--- config.mk ---
export PLATFORM = sky130hd
export DESIGN_NAME = ps2_keyboard_rx
export DESIGN_NICKNAME = d
export VERILOG_FILES = /design/src/rtl/ps2_keyboard_rx_pkg.sv /design/src/rtl/ps2_keyboard_rx_fifo.sv /design/src/rtl/ps2_keyboard_rx.sv
export SDC_FILE = /design/constraint.sdc
export NUM_CORES = 1
export LEC_CHECK = 0
export CAP_MARGIN = 10
export CORE_ASPECT_RATIO = 0.7
export CORE_MARGIN = 1.5
export CORE_UTILIZATION = 33
export DETAILED_ROUTE_END_ITERATION = 7
export PLACE_DENSITY = 0.49
export SLEW_MARGIN = 20
export SYNTH_ARGS = -nofsm -noshare
export SYNTH_HDL_FRONTEND = slang
export SYNTH_SLANG_ARGS = --single-unit
export TNS_END_PERCENT = 10
--- constraint.sdc ---
create_clock -name clk -period 6.44 [get_ports clk]
set_input_delay 0.644 -clock clk [delete_from_list [all_inputs] [get_ports clk]]
set_output_delay 0.644 -clock clk [all_outputs]
set_load 0.03 [all_outputs]
--- src/rtl/ps2_keyboard_rx_pkg.sv ---
`default_nettype none
// ============================================================================
// Module      : ps2_pkg
// Description : Shared definitions for the PS/2 keyboard receiver: frame
//               geometry, receive FSM state type and the frame validity check.
// Revision    : 1.0 - initial release
// ============================================================================
package ps2_pkg;

    localparam int PS2_FRAME_BITS = 11;

    typedef enum logic [0:0] {
        IDLE = 1'b0,
        RECV = 1'b1
    } ps2_rx_state_t;

    // Frame layout: [0]=start, [8:1]=data LSB first, [9]=parity, [10]=stop.
    // Valid when start is 0, stop is 1 and data+parity carry odd parity.
    function automatic bit ps2_frame_ok(input logic [PS2_FRAME_BITS-1:0] frame);
        return (frame[0] == 1'b0) &&
               (frame[PS2_FRAME_BITS-1] == 1'b1) &&
               ((^frame[PS2_FRAME_BITS-2:1]) == 1'b1);
    endfunction

endpackage
`default_nettype wire

--- src/rtl/ps2_keyboard_rx_fifo.sv ---
`default_nettype none
// ============================================================================
// Module      : ps2_fifo
// Description : Synchronous first-word fall-through FIFO for received scan
//               codes. The head entry is always presented on pop_data; a push
//               into a full FIFO is accepted only when a pop frees a slot in
//               the same cycle, otherwise it is dropped and drop is raised.
// Ports       : clk, rst (async, active-low)
//               push / push_data    - write request and byte
//               pop                 - consume head (ignored when empty)
//               pop_data            - head entry, 0 while empty
//               full / empty        - occupancy status
//               drop                - push rejected this cycle (FIFO full)
// Revision    : 1.0 - initial release
// ============================================================================
module ps2_fifo #(
    parameter int DEPTH = 8,
    parameter int WIDTH = 8
) (
    input  logic             clk,
    input  logic             rst,
    input  logic             push,
    input  logic [WIDTH-1:0] push_data,
    input  logic             pop,
    output logic [WIDTH-1:0] pop_data,
    output logic             full,
    output logic             empty,
    output logic             drop
);

    localparam int c_AW = $clog2(DEPTH);
    // DEPTH is a power of two, so "full" is the count MSB alone.
    localparam logic [c_AW:0] c_FULL = {1'b1, {c_AW{1'b0}}};

    logic [WIDTH-1:0] r_mem [DEPTH];
    logic [c_AW-1:0]  r_wr_ptr;
    logic [c_AW-1:0]  r_rd_ptr;
    logic [c_AW:0]    r_count;

    logic w_pop;
    logic w_push;

    assign full  = (r_count == c_FULL);
    assign empty = (r_count == '0);
    assign w_pop  = pop & ~empty;
    assign w_push = push & (~full | w_pop);
    assign drop   = push & full & ~w_pop;

    // Gated so the output reads 0 out of reset rather than stale storage.
    assign pop_data = empty ? '0 : r_mem[r_rd_ptr];

    always_ff @(posedge clk) begin
        if (w_push) begin
            r_mem[r_wr_ptr] <= push_data;
        end
    end

    always_ff @(posedge clk or negedge rst) begin
        if (!rst) begin
            r_wr_ptr <= '0;
            r_rd_ptr <= '0;
            r_count  <= '0;
        end else begin
            if (w_push) begin
                r_wr_ptr <= r_wr_ptr + 1'b1;
            end
            if (w_pop) begin
                r_rd_ptr <= r_rd_ptr + 1'b1;
            end
            case ({w_push, w_pop})
                2'b10:   r_count <= r_count + 1'b1;
                2'b01:   r_count <= r_count - 1'b1;
                default: r_count <= r_count;
            endcase
        end
    end

endmodule
`default_nettype wire

--- src/rtl/ps2_keyboard_rx.sv ---
`default_nettype none
// ============================================================================
// Module      : ps2_keyboard_rx
// Description : PS/2 keyboard receiver. Synchronises the PS/2 pins, frames
//               11-bit words on PS/2 clock falling edges, validates start,
//               stop and odd parity, and queues good scan codes in a FWFT
//               FIFO drained by a valid/ready handshake.
// Ports       : clk, rst (async, active-low)
//               ps2_clk, ps2_data   - raw PS/2 pins (asynchronous)
//               data / valid / ready - FIFO head handshake
//               frame_err           - 1-cycle pulse on a bad completed frame
//               overflow / ovf_clr  - sticky drop flag and its clear
// Revision    : 1.0 - initial release
// ============================================================================
module ps2_keyboard_rx
    import ps2_pkg::*;
#(
    parameter int FIFO_DEPTH     = 8,
    parameter int TIMEOUT_CYCLES = 10000
) (
    input  logic       clk,
    input  logic       rst,
    input  logic       ps2_clk,
    input  logic       ps2_data,
    output logic [7:0] data,
    output logic       valid,
    input  logic       ready,
    output logic       frame_err,
    output logic       overflow,
    input  logic       ovf_clr
);

    localparam int                c_SHIFT_W  = PS2_FRAME_BITS - 1;
    localparam logic [3:0]        c_LAST_BIT = 4'(PS2_FRAME_BITS - 1);
    localparam int                c_TO_W     = $clog2(TIMEOUT_CYCLES + 1);
    localparam logic [c_TO_W-1:0] c_TO_LIMIT = c_TO_W'(TIMEOUT_CYCLES);

    // Synchronisers; reset high so an idle bus never looks like a falling edge.
    logic r_clk_s1, r_clk_s2, r_clk_s3;
    logic r_dat_s1, r_dat_s2;

    ps2_rx_state_t r_state, w_state_nxt;
    logic [3:0]           r_bcnt;
    logic [c_SHIFT_W-1:0] r_shift;
    logic                 r_start;
    logic [c_TO_W-1:0]    r_timer;
    logic                 r_done;
    logic                 r_frame_err;
    logic                 r_overflow;

    logic                      w_fall;
    logic                      w_timeout;
    logic                      w_frame_end;
    logic [PS2_FRAME_BITS-1:0] w_frame;
    logic                      w_good;
    logic                      w_push;
    logic                      w_full;
    logic                      w_empty;
    logic                      w_drop;

    always_ff @(posedge clk or negedge rst) begin
        if (!rst) begin
            r_clk_s1 <= 1'b1;
            r_clk_s2 <= 1'b1;
            r_clk_s3 <= 1'b1;
            r_dat_s1 <= 1'b1;
            r_dat_s2 <= 1'b1;
        end else begin
            r_clk_s1 <= ps2_clk;
            r_clk_s2 <= r_clk_s1;
            r_clk_s3 <= r_clk_s2;
            r_dat_s1 <= ps2_data;
            r_dat_s2 <= r_dat_s1;
        end
    end

    assign w_fall = r_clk_s3 & ~r_clk_s2;

    // A falling edge on the same cycle as expiry wins, so the bit is not lost.
    assign w_timeout = (r_state == RECV) && !w_fall && (r_timer == c_TO_LIMIT);

    always_ff @(posedge clk or negedge rst) begin
        if (!rst) begin
            r_state <= IDLE;
        end else begin
            r_state <= w_state_nxt;
        end
    end

    always_comb begin
        w_state_nxt = r_state;
        w_frame_end = 1'b0;
        case (r_state)
            IDLE: begin
                if (w_fall) begin
                    w_state_nxt = RECV;
                end
            end
            RECV: begin
                if (w_fall) begin
                    if (r_bcnt == c_LAST_BIT) begin
                        w_state_nxt = IDLE;
                        w_frame_end = 1'b1;
                    end
                end else if (w_timeout) begin
                    w_state_nxt = IDLE;
                end
            end
            default: w_state_nxt = IDLE;
        endcase
    end

    // Start bit is held apart; the shifter collects data, parity and stop so
    // that after the last shift r_shift[7:0] is the byte, [8] parity, [9] stop.
    always_ff @(posedge clk or negedge rst) begin
        if (!rst) begin
            r_bcnt  <= '0;
            r_shift <= '0;
            r_start <= 1'b0;
            r_timer <= '0;
            r_done  <= 1'b0;
        end else begin
            r_done <= w_frame_end;
            if (w_fall) begin
                r_timer <= '0;
                if (r_state == IDLE) begin
                    r_start <= r_dat_s2;
                    r_bcnt  <= 4'd1;
                end else begin
                    r_shift <= {r_dat_s2, r_shift[c_SHIFT_W-1:1]};
                    r_bcnt  <= w_frame_end ? 4'd0 : r_bcnt + 4'd1;
                end
            end else if (r_state == RECV) begin
                if (w_timeout) begin
                    r_timer <= '0;
                    r_bcnt  <= '0;
                end else begin
                    r_timer <= r_timer + 1'b1;
                end
            end else begin
                r_timer <= '0;
            end
        end
    end

    // Checked one cycle after the last shift, from the fully registered frame.
    assign w_frame = {r_shift, r_start};
    assign w_good  = ps2_frame_ok(w_frame);
    assign w_push  = r_done & w_good;

    ps2_fifo #(
        .DEPTH (FIFO_DEPTH),
        .WIDTH (8)
    ) u_fifo (
        .clk       (clk),
        .rst       (rst),
        .push      (w_push),
        .push_data (w_frame[8:1]),
        .pop       (ready),
        .pop_data  (data),
        .full      (w_full),
        .empty     (w_empty),
        .drop      (w_drop)
    );

    always_ff @(posedge clk or negedge rst) begin
        if (!rst) begin
            r_frame_err <= 1'b0;
            r_overflow  <= 1'b0;
        end else begin
            r_frame_err <= r_done & ~w_good;
            // A new drop outranks a simultaneous clear.
            if (w_drop & w_full) begin
                r_overflow <= 1'b1;
            end else if (ovf_clr) begin
                r_overflow <= 1'b0;
            end
        end
    end

    assign valid     = ~w_empty;
    assign frame_err = r_frame_err;
    assign overflow  = r_overflow;

endmodule
`default_nettype wire

==> impl_results.md, run 1 <==
* Routed vias/inst at approximately 4.8
* Syn-to-layout area delta at 14.3%
* Initial antenna violation count at 0
* Hold Path Origin: r_clk_s1$_DFF_PN1_
* Final Max Tran Viols at 0
* Max Cap Violations at 0
* Largest net degree at the start of global routing at 49
* Synthesized area at approximately 0.0047 mm^2
* TritonRoute pass-1 iters at 4
* Critical path class: flip-flop to output pin
* Site Rows at 36
* Share of layout cells above drive strength 1 at 17.1%
* Yosys warns at 0
* Worst slew margin relative to its limit at 41.3%
* Layout Cell Area excl Fill at 0.00541 mm^2
* DP Wirelength at 5900 um
* Max incr delay on CP at a little over 0.9 ns
* Synth Flop Type: edfxtp_1
* Setup violators final at 0
* Critical Path AT at 2.55 ns
* Pwr Total at between 2 and 2.5 mW
* First-pass GRT wire length at 14300 um
* Number of stages on the worst setup path at 4
* Reg2Reg Setup Slack at 3.62 ns
* Fmax at 313 MHz
* Cell taking the most area after synthesis: edfxtp_1
* Part of the power in combinational logic at 30.1%
* CTS tree: built
* Routed len/inst at 16.6 um
* Async SR Flop Fraction at a little over two fifths
* Die width at 146 um
* EDFF count, synth at 64
* Clk pwr share at 23.3%
* ANT cells at 0
* DRT Wirelength at 8900 um
* Syn Inst Count at between 300 and 400
* Buffers on Ports at 16
* Post-DRT Antenna Nets at 0
* Top post-synthesis cells by area: edfxtp_1 (41%), dfrtp_1 (23%), mux4_2 (7.6%), dfstp_2 (2.8%), nor2_1 (2.5%)
* Starting density of the core at 33.9%
* Clk pin slew, worst setup/hold paths at 0.07 ns
* Startpoint Class: flip-flop
* Power per cell area at around 400 mW/mm^2
* Post-cts repair resize count at 0
* Switching Power at 0.700 mW
* Core Area at 0.0140 mm^2
* Slew @ Worst Pin at 0.875 ns
* Net Sw Frac at 32.3%
* Gr usage total at 12.9%
* Final nets at 355
* Int Pwr at 1.47 mW
* Sequential share of power at roughly 47%
* Tmin final at 3.19 ns
* Max Clock Skew at just over 0.006 ns
* CTS Root Cell: clkbuf_16
* Post-layout util at 38.7%
* Slowest CP cell: dfrtp_1
* Peak supply drop at 0.138 mV
* GPL Wtd Cong at approximately 0.7
* Crit path to: data[3]
* Buf/Inv on CP at 1
* Post-CTS Setup Bufs at 0
* Unrepaired setup endpoints after global routing: no
* GRT overflow at 0
* Via count at 2549
* Worst R2R Start: r_shift[5]$_DFFE_PN0P_
* Top-area cell type share of the netlist area at 40.6%
* Worst-case reg-to-reg path depth at 5
* Die H at 103 um
* Vias in the first global route at between 2000 and 3000
* CP startpoint: u_fifo.r_rd_ptr[1]$_DFFE_PN0P_
* Placed Area at 0.00515 mm^2
* Yosys reg bits at between 100 and 150
* Hold WC Path Type: flip-flop to flip-flop
* Final period util at 49.6%
* Top delay family on crit path: flip-flops
* Num CTS Buffers at 9
* DRC at 0
* H-Tree Depth at 3
* Worst path cell trace: mux4_2, mux2i_1, nor2_1, clkdlybuf4s50_1
* I/O pin cnt at 17
* Register area share after synthesis at 66.1%
* Die area at 0.0151 mm^2
* Leakage Power at 2.01 nW
* Hold_ws at 0.358 ns
* Maximum clock path buffer count at 2
* Worst-skew pair later-pin latency at 0.34 ns
* CP endpoint kind: output pin
* Post-CTS Hold Buffers at 0
* Syn avg cell area at 14.8 um^2
* Clock sink count at 112
* Iter 0 DRT Violations at roughly 170
* Syn nets at 332
* Netlist cell types at 42
* CP required at 5.80 ns
* Critical R2R Capture: u_fifo.r_mem[7][0]$_DFFE_PP_
* Setup TNS at 0 ns
* Fin. Hold Viols at 0
* Crit Path Max Fanout at 18
* Status: complete, no violations
==> cells in the final DEF (no fill, tap or decap), types with 9 or more instances in the layout <==
cell / netlist / routed
mux2i_1: 9 / 9
nor2_1: 32 / 32
edfxtp_1: 64 / 64
mux2_2: 10 / 10
mux4_2: 16 / 16
inv_1: 11 / 11
clkbuf_16: 0 / 9
dfrtp_1: 43 / 43
clkdlybuf4s50_1: 0 / 15
xnor2_1: 13 / 13
nand2_1: 19 / 19
nand3_1: 12 / 12
==> synth_stat cells, types with 5 or more instances <==
master,instances
edfxtp_1,64
ha_1,7
xnor2_1,13
mux4_2,16
nor2_1,32
dfrtp_1,43
nand3_1,12
nand4_1,6
nand2_1,19
nor3_1,6
mux2i_1,9
mux2_2,10
dfstp_2,5
xor2_1,7
o21ai_0,7
inv_1,11
clkbuf_1,5
==> worst register-to-register path, delay by kind of cell, from the launching register on <==
kind	cells	cell delay (ns)
mux	1	0.30
simple gates	2	0.87
flops	1	0.60
xor+xnor	2	0.69
==> logic make-up after synthesis <==
kind of cell | Yosys count | synth area share (%)
fa+ha+maj | 7 | 1.85
xor+xnor | 22 | 4.71
simple gates | 100 | 10.3
compound gates | 19 | 2.46
flops | 112 | 66.1
mux | 39 | 13.0
buf+inv | 20 | 1.64
==> through the flow <==
stage          setup slack, ns  cells
6_report                  3.25    536
5_1_grt                   3.11    536
4_1_cts                   3.20    536
3_5_place_dp              3.53    521
3_3_place_gp              3.56    521
2_1_floorplan             3.76    319
==> routing by layer <==
| metal | up-vias | part of all wire, % | track usage [%] |
|---|---|---|---|
| met5 | - | 0 | 0 |
| met4 | 0 | 1.4 | 4.27 |
| met3 | 10 | 3.5 | 3.82 |
| met2 | 31 | 42 | 18.6 |
| met1 | 1285 | 54 | 18.7 |
| li1 | 1223 | - | - |
==> worst min-delay path by stage <==
| stage | to | slack, ns | cells past startpoint |
|---|---|---|---|
| 4_1_cts | r_dat_s2$_DFF_PN1_ | 0.36 | 0 |
| 2_1_floorplan | frame_err$_DFF_PN0_ | 0.35 | 0 |
| 3_3_place_gp | r_clk_s2$_DFF_PN1_ | 0.35 | 0 |
| 5_1_grt | r_clk_s2$_DFF_PN1_ | 0.36 | 0 |
| 3_5_place_dp | r_dat_s2$_DFF_PN1_ | 0.35 | 0 |
| 6_report | r_clk_s2$_DFF_PN1_ | 0.36 | 0 |
==> power groups by stage <==
stage          sequential (mW)  combinational, mW  clock [mW]
3_3_place_gp              1.03              0.656           0
3_5_place_dp              1.03              0.661           0
5_1_grt                   1.03              0.708       0.548
4_1_cts                   1.01              0.662       0.520
6_report                  1.01              0.653       0.504
2_1_floorplan            0.937              0.523           0
==> flip-flops by register name (all words and copies together) (netlist names), 3 cells and up <==
register         cells
u_fifo.r_mem        64
u_fifo.r_rd_ptr      3
r_bcnt               4
u_fifo.r_wr_ptr      3
r_shift             10
u_fifo.r_count       4
r_timer             14
==> final cells by class <==
type | count | area (um^2)
Clock buffer | 9 | 225
Clock inverter | 6 | 36.3
Fill cell | 1309 | 8550
Inverter | 11 | 41.3
Multi-Input combinational cell | 187 | 1550
Sequential cell | 112 | 3130
Tap cell | 190 | 238
Timing Repair Buffer | 21 | 193
(Power assumes the default switching activity.)
==> run 2, diff against run 1 <==
PLACE_DENSITY = 0.51   (was 0.49)
clock period = 2.7 ns   (was 6.44 ns; I/O delays follow)
==> run 2 against run 1 <==
Clock skew is 0.0039 ns higher. Count of clock-buffer cells in the layout rose by 2. Non-clock buffer count increased by 14. Global-route usage is 0.21 points lower. Via count rose by 4.0%. Largest power group unchanged.
==> impl_results.md, run 2 (same netlist as run 1, synthesis figures left out) <==
* Setup TNS at 0 ns (unchanged)
* Fill count at 1333 (+1.8%)
* Routed len/inst at 16.2 um (-2.7%)
* Starting density of the core at 33.9% (unchanged)
* Slew @ Worst Pin at 0.709 ns (-0.166 ns)
* Initial antenna violation count at 0 (unchanged)
* Clock sink count at 112 (unchanged)
* Clk pin slew, worst setup/hold paths at 0.07 ns (about the same)
* Crit Path Max Fanout at 16 (-2)
* Status: complete, no violations
* Sequential share of power at 43.8% (-2.8 points)
* Startpoint Class: flip-flop
* Part of the power in combinational logic at 31.3% (+1.2 points)
* CTS Root Cell: clkbuf_16
* Core Area at 0.0140 mm^2 (unchanged)
* Critical Path AT at 2.29 ns (-0.26 ns)
* DP Wirelength at 5760 um (-2.4%)
* Buffers on Ports at 16 (unchanged)
* Maximum clock path buffer count at 2 (unchanged)
* Register area at 0.00313 mm^2 (about the same)
* GPL Wtd Cong at 0.742 (+3.3%)
* Final Max Tran Viols at 0 (unchanged)
* Site Rows at 36 (unchanged)
* Hold WC Path Type: primary input to flip-flop
* Final nets at 369 (+3.9%)
* Max Clock Skew at 0.00996 ns (+0.00393 ns)
* Die width at 146 um (unchanged)
* CP startpoint: u_fifo.r_rd_ptr[0]$_DFFE_PN0P_
* Die area at 0.0151 mm^2 (unchanged)
* ANT cells at 0 (unchanged)
* Peak supply drop at 0.476 mV (+250%)
* Commonest cells after routing, fill and taps aside: edfxtp_1 (64), dfrtp_1 (41), nor2_1 (32)
* Max Cap Violations at 0 (unchanged)
* DRT Wirelength at 8900 um (about the same)
* Die H at 103 um (unchanged)
* CTS tree: built
* Max reg flops at 64 (unchanged)
* Power per cell area at 962 mW/mm^2 (+140%)
* Critical path class: flip-flop to output pin
* Hold_ws at 0.337 ns (-0.0206 ns)
* Switching Power at 1.68 mW (+140%)
* Multi-input logic area at 0.00153 mm^2 (-0.97%)
* GRT overflow at 0 (unchanged)
* CP required at 2.43 ns (-3.37 ns)
* First-pass GRT wire length at 14300 um (-0.34%)
* Unrepaired setup endpoints after global routing: no
* Fmax at between 300 and 400 MHz
* TritonRoute pass-1 iters at 5 (+1)
* Most common cell after layout, fill and taps aside: edfxtp_1
* Routed vias/inst at 4.81 (+1.2%)
* Largest net degree at the start of global routing at 32 (-35%)
* Tmin final at 2.56 ns
* CP endpoint kind: output pin
* Gr usage total at 12.7% (-0.21 points)
* Worst-skew pair later-pin latency at 0.35 ns (about the same)
* Fin. Hold Viols at 0 (unchanged)
* Hold Path Origin: ps2_clk
* Vias in the first global route at 2559 (+0.71%)
* Syn-to-layout area delta at 17.5%
* Biggest regs: u_fifo.r_mem: 64 flops, r_timer: 14 flops, r_shift: 10 flops
* Clk pwr share at 25.0% (+1.7 points)
* I/O pin cnt at 17 (unchanged)
* Leakage Power at 2.13 nW (+5.7%)
* Worst slew margin relative to its limit at 52.6% (+11 points)
* DRC at 0 (unchanged)
* Int Pwr at 3.67 mW (+150%)
* Num CTS Buffers at 9 (unchanged)
* Share of layout cells above drive strength 1 at 19.7% (+2.6 points)
* Biggest register: u_fifo.r_mem
* Iter 0 DRT Violations at 105 (-39%)
* H-Tree Depth at 3 (unchanged)
* Worst R2R Start: r_shift[2]$_DFFE_PN0P_
* Setup violators final at 0 (unchanged)
* Via count at 2651 (+4.0%)
* Net Sw Frac at 31.4% (-0.94 points)
* Final period util at a little over nine tenths
* Post-DRT Antenna Nets at 0 (unchanged)
-- run 2: changes by cell type in the layout (fill, tap and decap cells not counted), moves of 3 or more --
cell,delta
nor3_2,-3
buf_4,+12
clkdlybuf4s50_1,-3
nor3_1,+3
dlymetal6s2s_1,+3
-- run 2: worst max-delay path: stages, from the launching register on --
cell and delay [ns]:
dfrtp_1 0.43, buf_12 0.21, mux4_2 0.53, mux2i_1 0.14, nor2_1 0.06, clkdlybuf4s50_1 0.59
-- run 2: worst paths after layout --
path / end / slack, ns / cells past startpoint
min reg2reg: r_dat_s2$_DFF_PN1_ / 0.36 / 0
min in group asynchronous: r_state$_DFF_PN0_ / 0.38 / 2
min: r_clk_s1$_DFF_PN1_ / 0.34 / 1
max reg2reg: u_fifo.r_count[1]$_DFFE_PN0P_ / 0.27 / 9
max: data[1] / 0.14 / 5
max in group asynchronous: u_fifo.r_rd_ptr[1]$_DFFE_PN0P_ / 1.54 / 3
-- run 2: final cells by class --
cell class                      instances  area share (%)
Clock buffer                           11            4.19
Sequential cell                       112            56.3
Tap cell                              190            4.28
Inverter                               11           0.743
Clock inverter                          5            1.15
Multi-Input combinational cell        187            27.6
Timing Repair Buffer                   35            5.76
-- run 2: per-stage QoR --
step | setup slack (ns) | std cells | power [mW] | area [um^2] | utilization [%]
2_1_floorplan | 0.0247 | 319 | 3.48 | 4730 | -
3_3_place_gp | 0.318 | 534 | 4.06 | 5240 | 37.6
4_1_cts | 0.00585 | 551 | 5.44 | 5550 | 39.7
5_1_grt | 0.00245 | 551 | 5.63 | 5560 | 39.8
3_5_place_dp | 0.262 | 534 | 4.09 | 5240 | 37.6
6_report | 0.136 | 551 | 5.35 | 5560 | 39.8
-- run 2: power by group through the flow --
stage / sequential, mW / combinational, mW / clock, mW
finish: 2.34 / 1.67 / 1.33
global route: 2.38 / 1.81 / 1.44
CTS: 2.34 / 1.72 / 1.38
detailed placement: 2.38 / 1.72 / 0
global placement: 2.37 / 1.70 / 0
floorplan: 2.24 / 1.25 / 0
-- run 2: repair_timing --
action,in CTS,in global routing
endpoints found under the hold margin,12,0
buffers inserted,0,0
setup endpoints to repair,0,5
hold buffers,1,0
resized for setup,0,5
-- run 2: metal layers --
layer	track usage, %	vias to the layer above	part of all wire (%)	wire [um]
met5	0	-	0	0
met4	3.73	0	1.1	96
met3	3.42	13	3.3	295
met2	20.2	47	45	4020
met1	17.3	1341	50	4490
li1	-	1250	-	-
==> run 3, diff against run 2 <==
CORE_UTILIZATION = 40   (was 33)
PLACE_DENSITY = 0.59   (was 0.51)
SLEW_MARGIN = default   (was 20)
==> run 3 against run 2 <==
First-iteration DRC count up 18%. Worst hold slack worse by 0.0080 ns. Critical path depth unchanged. Global-route usage up 2.1 points. Register-to-register slack worse by 0.07 ns. Clock skew down 0.00082 ns. Total power down 1.5%. Clock power about the same. Wire length down 5.8%. Count of clock-buffer cells in the layout unchanged.
==> impl_results.md, run 3 (same netlist as run 1, synthesis figures left out) <==
* Status: complete, no violations
* Crit Path Max Fanout at 7 (-9)
* Worst path cell trace: buf_4, mux4_2, mux2i_1, nor2_1, clkdlybuf4s50_1
* H-Tree Depth at 3 (unchanged)
* First-pass GRT wire length at 13900 um (-2.9%)
* Pwr Total at 5.27 mW (-1.5%)
* Post-layout util at 47.4% (+7.6 points)
* Critical path class: flip-flop to output pin
* DP Wirelength at 5440 um (-5.6%)
* CP endpoint kind: output pin
* Hold WC Path Type: primary input to flip-flop
* Starting density of the core at 40.8% (+6.9 points)
* Syn-to-layout area delta at 16.2%
* Final nets at 366 (-0.81%)
* CP required at 2.43 ns (about the same)
* CTS tree: built
* Fmax at 388 MHz (-0.52%)
* Max reg flops at 64 (unchanged)
* Via count at 2580 (-2.7%)
* Max Cap Violations at 0 (unchanged)
* Initial antenna violation count at 0 (unchanged)
* TritonRoute pass-1 iters at 4 (-1)
* Routed len/inst at 16.3 um (+0.78%)
* Final Non-Filler Cells at 515 (-6.5%)
* Commonest cells after routing, fill and taps aside: edfxtp_1 (64), dfrtp_1 (42), nor2_1 (32)
* Hold_ws at 0.329 ns (-0.00796 ns)
* Peak supply drop at 0.433 mV (-9.0%)
* Final period util at 95.5% (+0.50 points)
* Most common cell after layout, fill and taps aside: edfxtp_1
* Max incr delay on CP at 0.59 ns (about the same)
* Post-DRT Antenna Nets at 0 (unchanged)
* Tmin final at 2.58 ns (+0.0135 ns)
* Num CTS Buffers at 9 (unchanged)
* Clk pin slew, worst setup/hold paths at 0.07 ns (about the same)
* I/O pin cnt at 17 (unchanged)
* GPL Wtd Cong at 0.820 (+10%)
* Unrepaired setup endpoints after global routing: no
* Critical Path AT at 2.31 ns (+0.02 ns)
* DP Cell Count at 498 (-6.7%)
* Die width at 133 um (-9.0%)
* Worst-skew pair later-pin latency at 0.34 ns (about the same)
* Biggest register: u_fifo.r_mem
* DRT Wirelength at 8380 um (-5.8%)
* Die H at 94.0 um (-8.9%)
* Iter 0 DRT Violations at 124 (+18%)
* Startpoint Class: flip-flop
* ANT cells at 0 (unchanged)
* Setup violators final at 0 (unchanged)
* Fin. Hold Viols at 0 (unchanged)
* Die area at 0.0125 mm^2 (-17%)
* Worst slew margin relative to its limit at 54.6% (+2.0 points)
* Slowest CP cell: clkdlybuf4s50_1
* Buf/Inv on CP at 2 (unchanged)
* Clock sink count at 112 (unchanged)
* Final Max Tran Viols at 0 (unchanged)
* Routed vias/inst at 5.01 (+4.1%)
* Top delay family on crit path: buffers and inverters
* Largest net degree at the start of global routing at 38 (+19%)
* Slew @ Worst Pin at 0.679 ns (-0.0303 ns)
* Gr usage total at 14.8% (+2.1 points)
* Max Clock Skew at 0.00914 ns (-0.000818 ns)
* Buffers on Ports at 16 (unchanged)
* Leakage Power at 2.12 nW (-0.23%)
* Core Area at 0.0116 mm^2 (-17%)
* Vias in the first global route at 2589 (+1.2%)
* Post-CTS Setup Bufs at 0 (unchanged)
* Maximum clock path buffer count at 2 (unchanged)
* DRC at 0 (unchanged)
* CTS Root Cell: clkbuf_16
* Biggest regs: u_fifo.r_mem: 64 flops, r_timer: 14 flops, r_shift: 10 flops
* GRT overflow at 0 (unchanged)
* Share of layout cells above drive strength 1 at 19.3% (-0.39 points)
* Power per cell area at 958 mW/mm^2 (-0.39%)
* Site Rows at 33 (-8.3%)
* Setup TNS at 0 ns (unchanged)
## run 3: final timing paths
check | startpoint | to | slack (ns) | cells past startpoint
setup / recovery | u_fifo.r_rd_ptr[0]$_DFFE_PN0P_ | data[1] | 0.12 | 5
max in group asynchronous | rst | r_clk_s3$_DFF_PN1_ | 1.56 | 3
min in group asynchronous | rst | u_fifo.r_rd_ptr[1]$_DFFE_PN0P_ | 0.34 | 2
hold reg to reg | r_dat_s1$_DFF_PN1_ | r_dat_s2$_DFF_PN1_ | 0.36 | 0
hold / removal | ps2_data | r_dat_s1$_DFF_PN1_ | 0.33 | 1
setup reg to reg | r_shift[5]$_DFFE_PN0P_ | u_fifo.r_count[1]$_DFFE_PN0P_ | 0.20 | 9
## run 3: layout make-up
cell class,instances,area [um^2]
fill,997,6100
sequential,112,3130
multi-input combinational,187,1530
timing repair buffer,32,297
clock buffer,11,253
tap,157,196
clock inverter,5,50.0
inverter,11,41.3
## run 3: metrics by stage
stage                     area (um^2)  setup WS (ns)
after global routing             5500         0.0152
final                            5500          0.122
after CTS                        5490        0.00800
after floorplan                  4730         0.0247
after global placement           5180          0.343
after detailed placement         5180          0.215
## run 3: layer usage
| metal | part of all wire [%] | vias up | track usage [%] |
|---|---|---|---|
| li1 | - | 1238 | - |
| met1 | 47 | 1288 | 20.2 |
| met2 | 47 | 45 | 23.7 |
| met3 | 4.6 | 9 | 3.78 |
| met4 | 1.1 | 0 | 4.12 |
| met5 | 0 | - | 0 |
## run 3: power by group
group | leakage [nW] | internal (mW) | switching (mW)
registers | 1.21 | 2.06 | 0.287
clock network | 0.146 | 0.693 | 0.615
logic | 0.767 | 0.846 | 0.769
## run 3: repair_timing
action,in CTS,in global routing
resized for setup,1,4
hold buffers,1,0
pin swaps,0,0
endpoints found under the hold margin,11,0
endpoints found under the setup margin,1,6
gates cloned,0,0
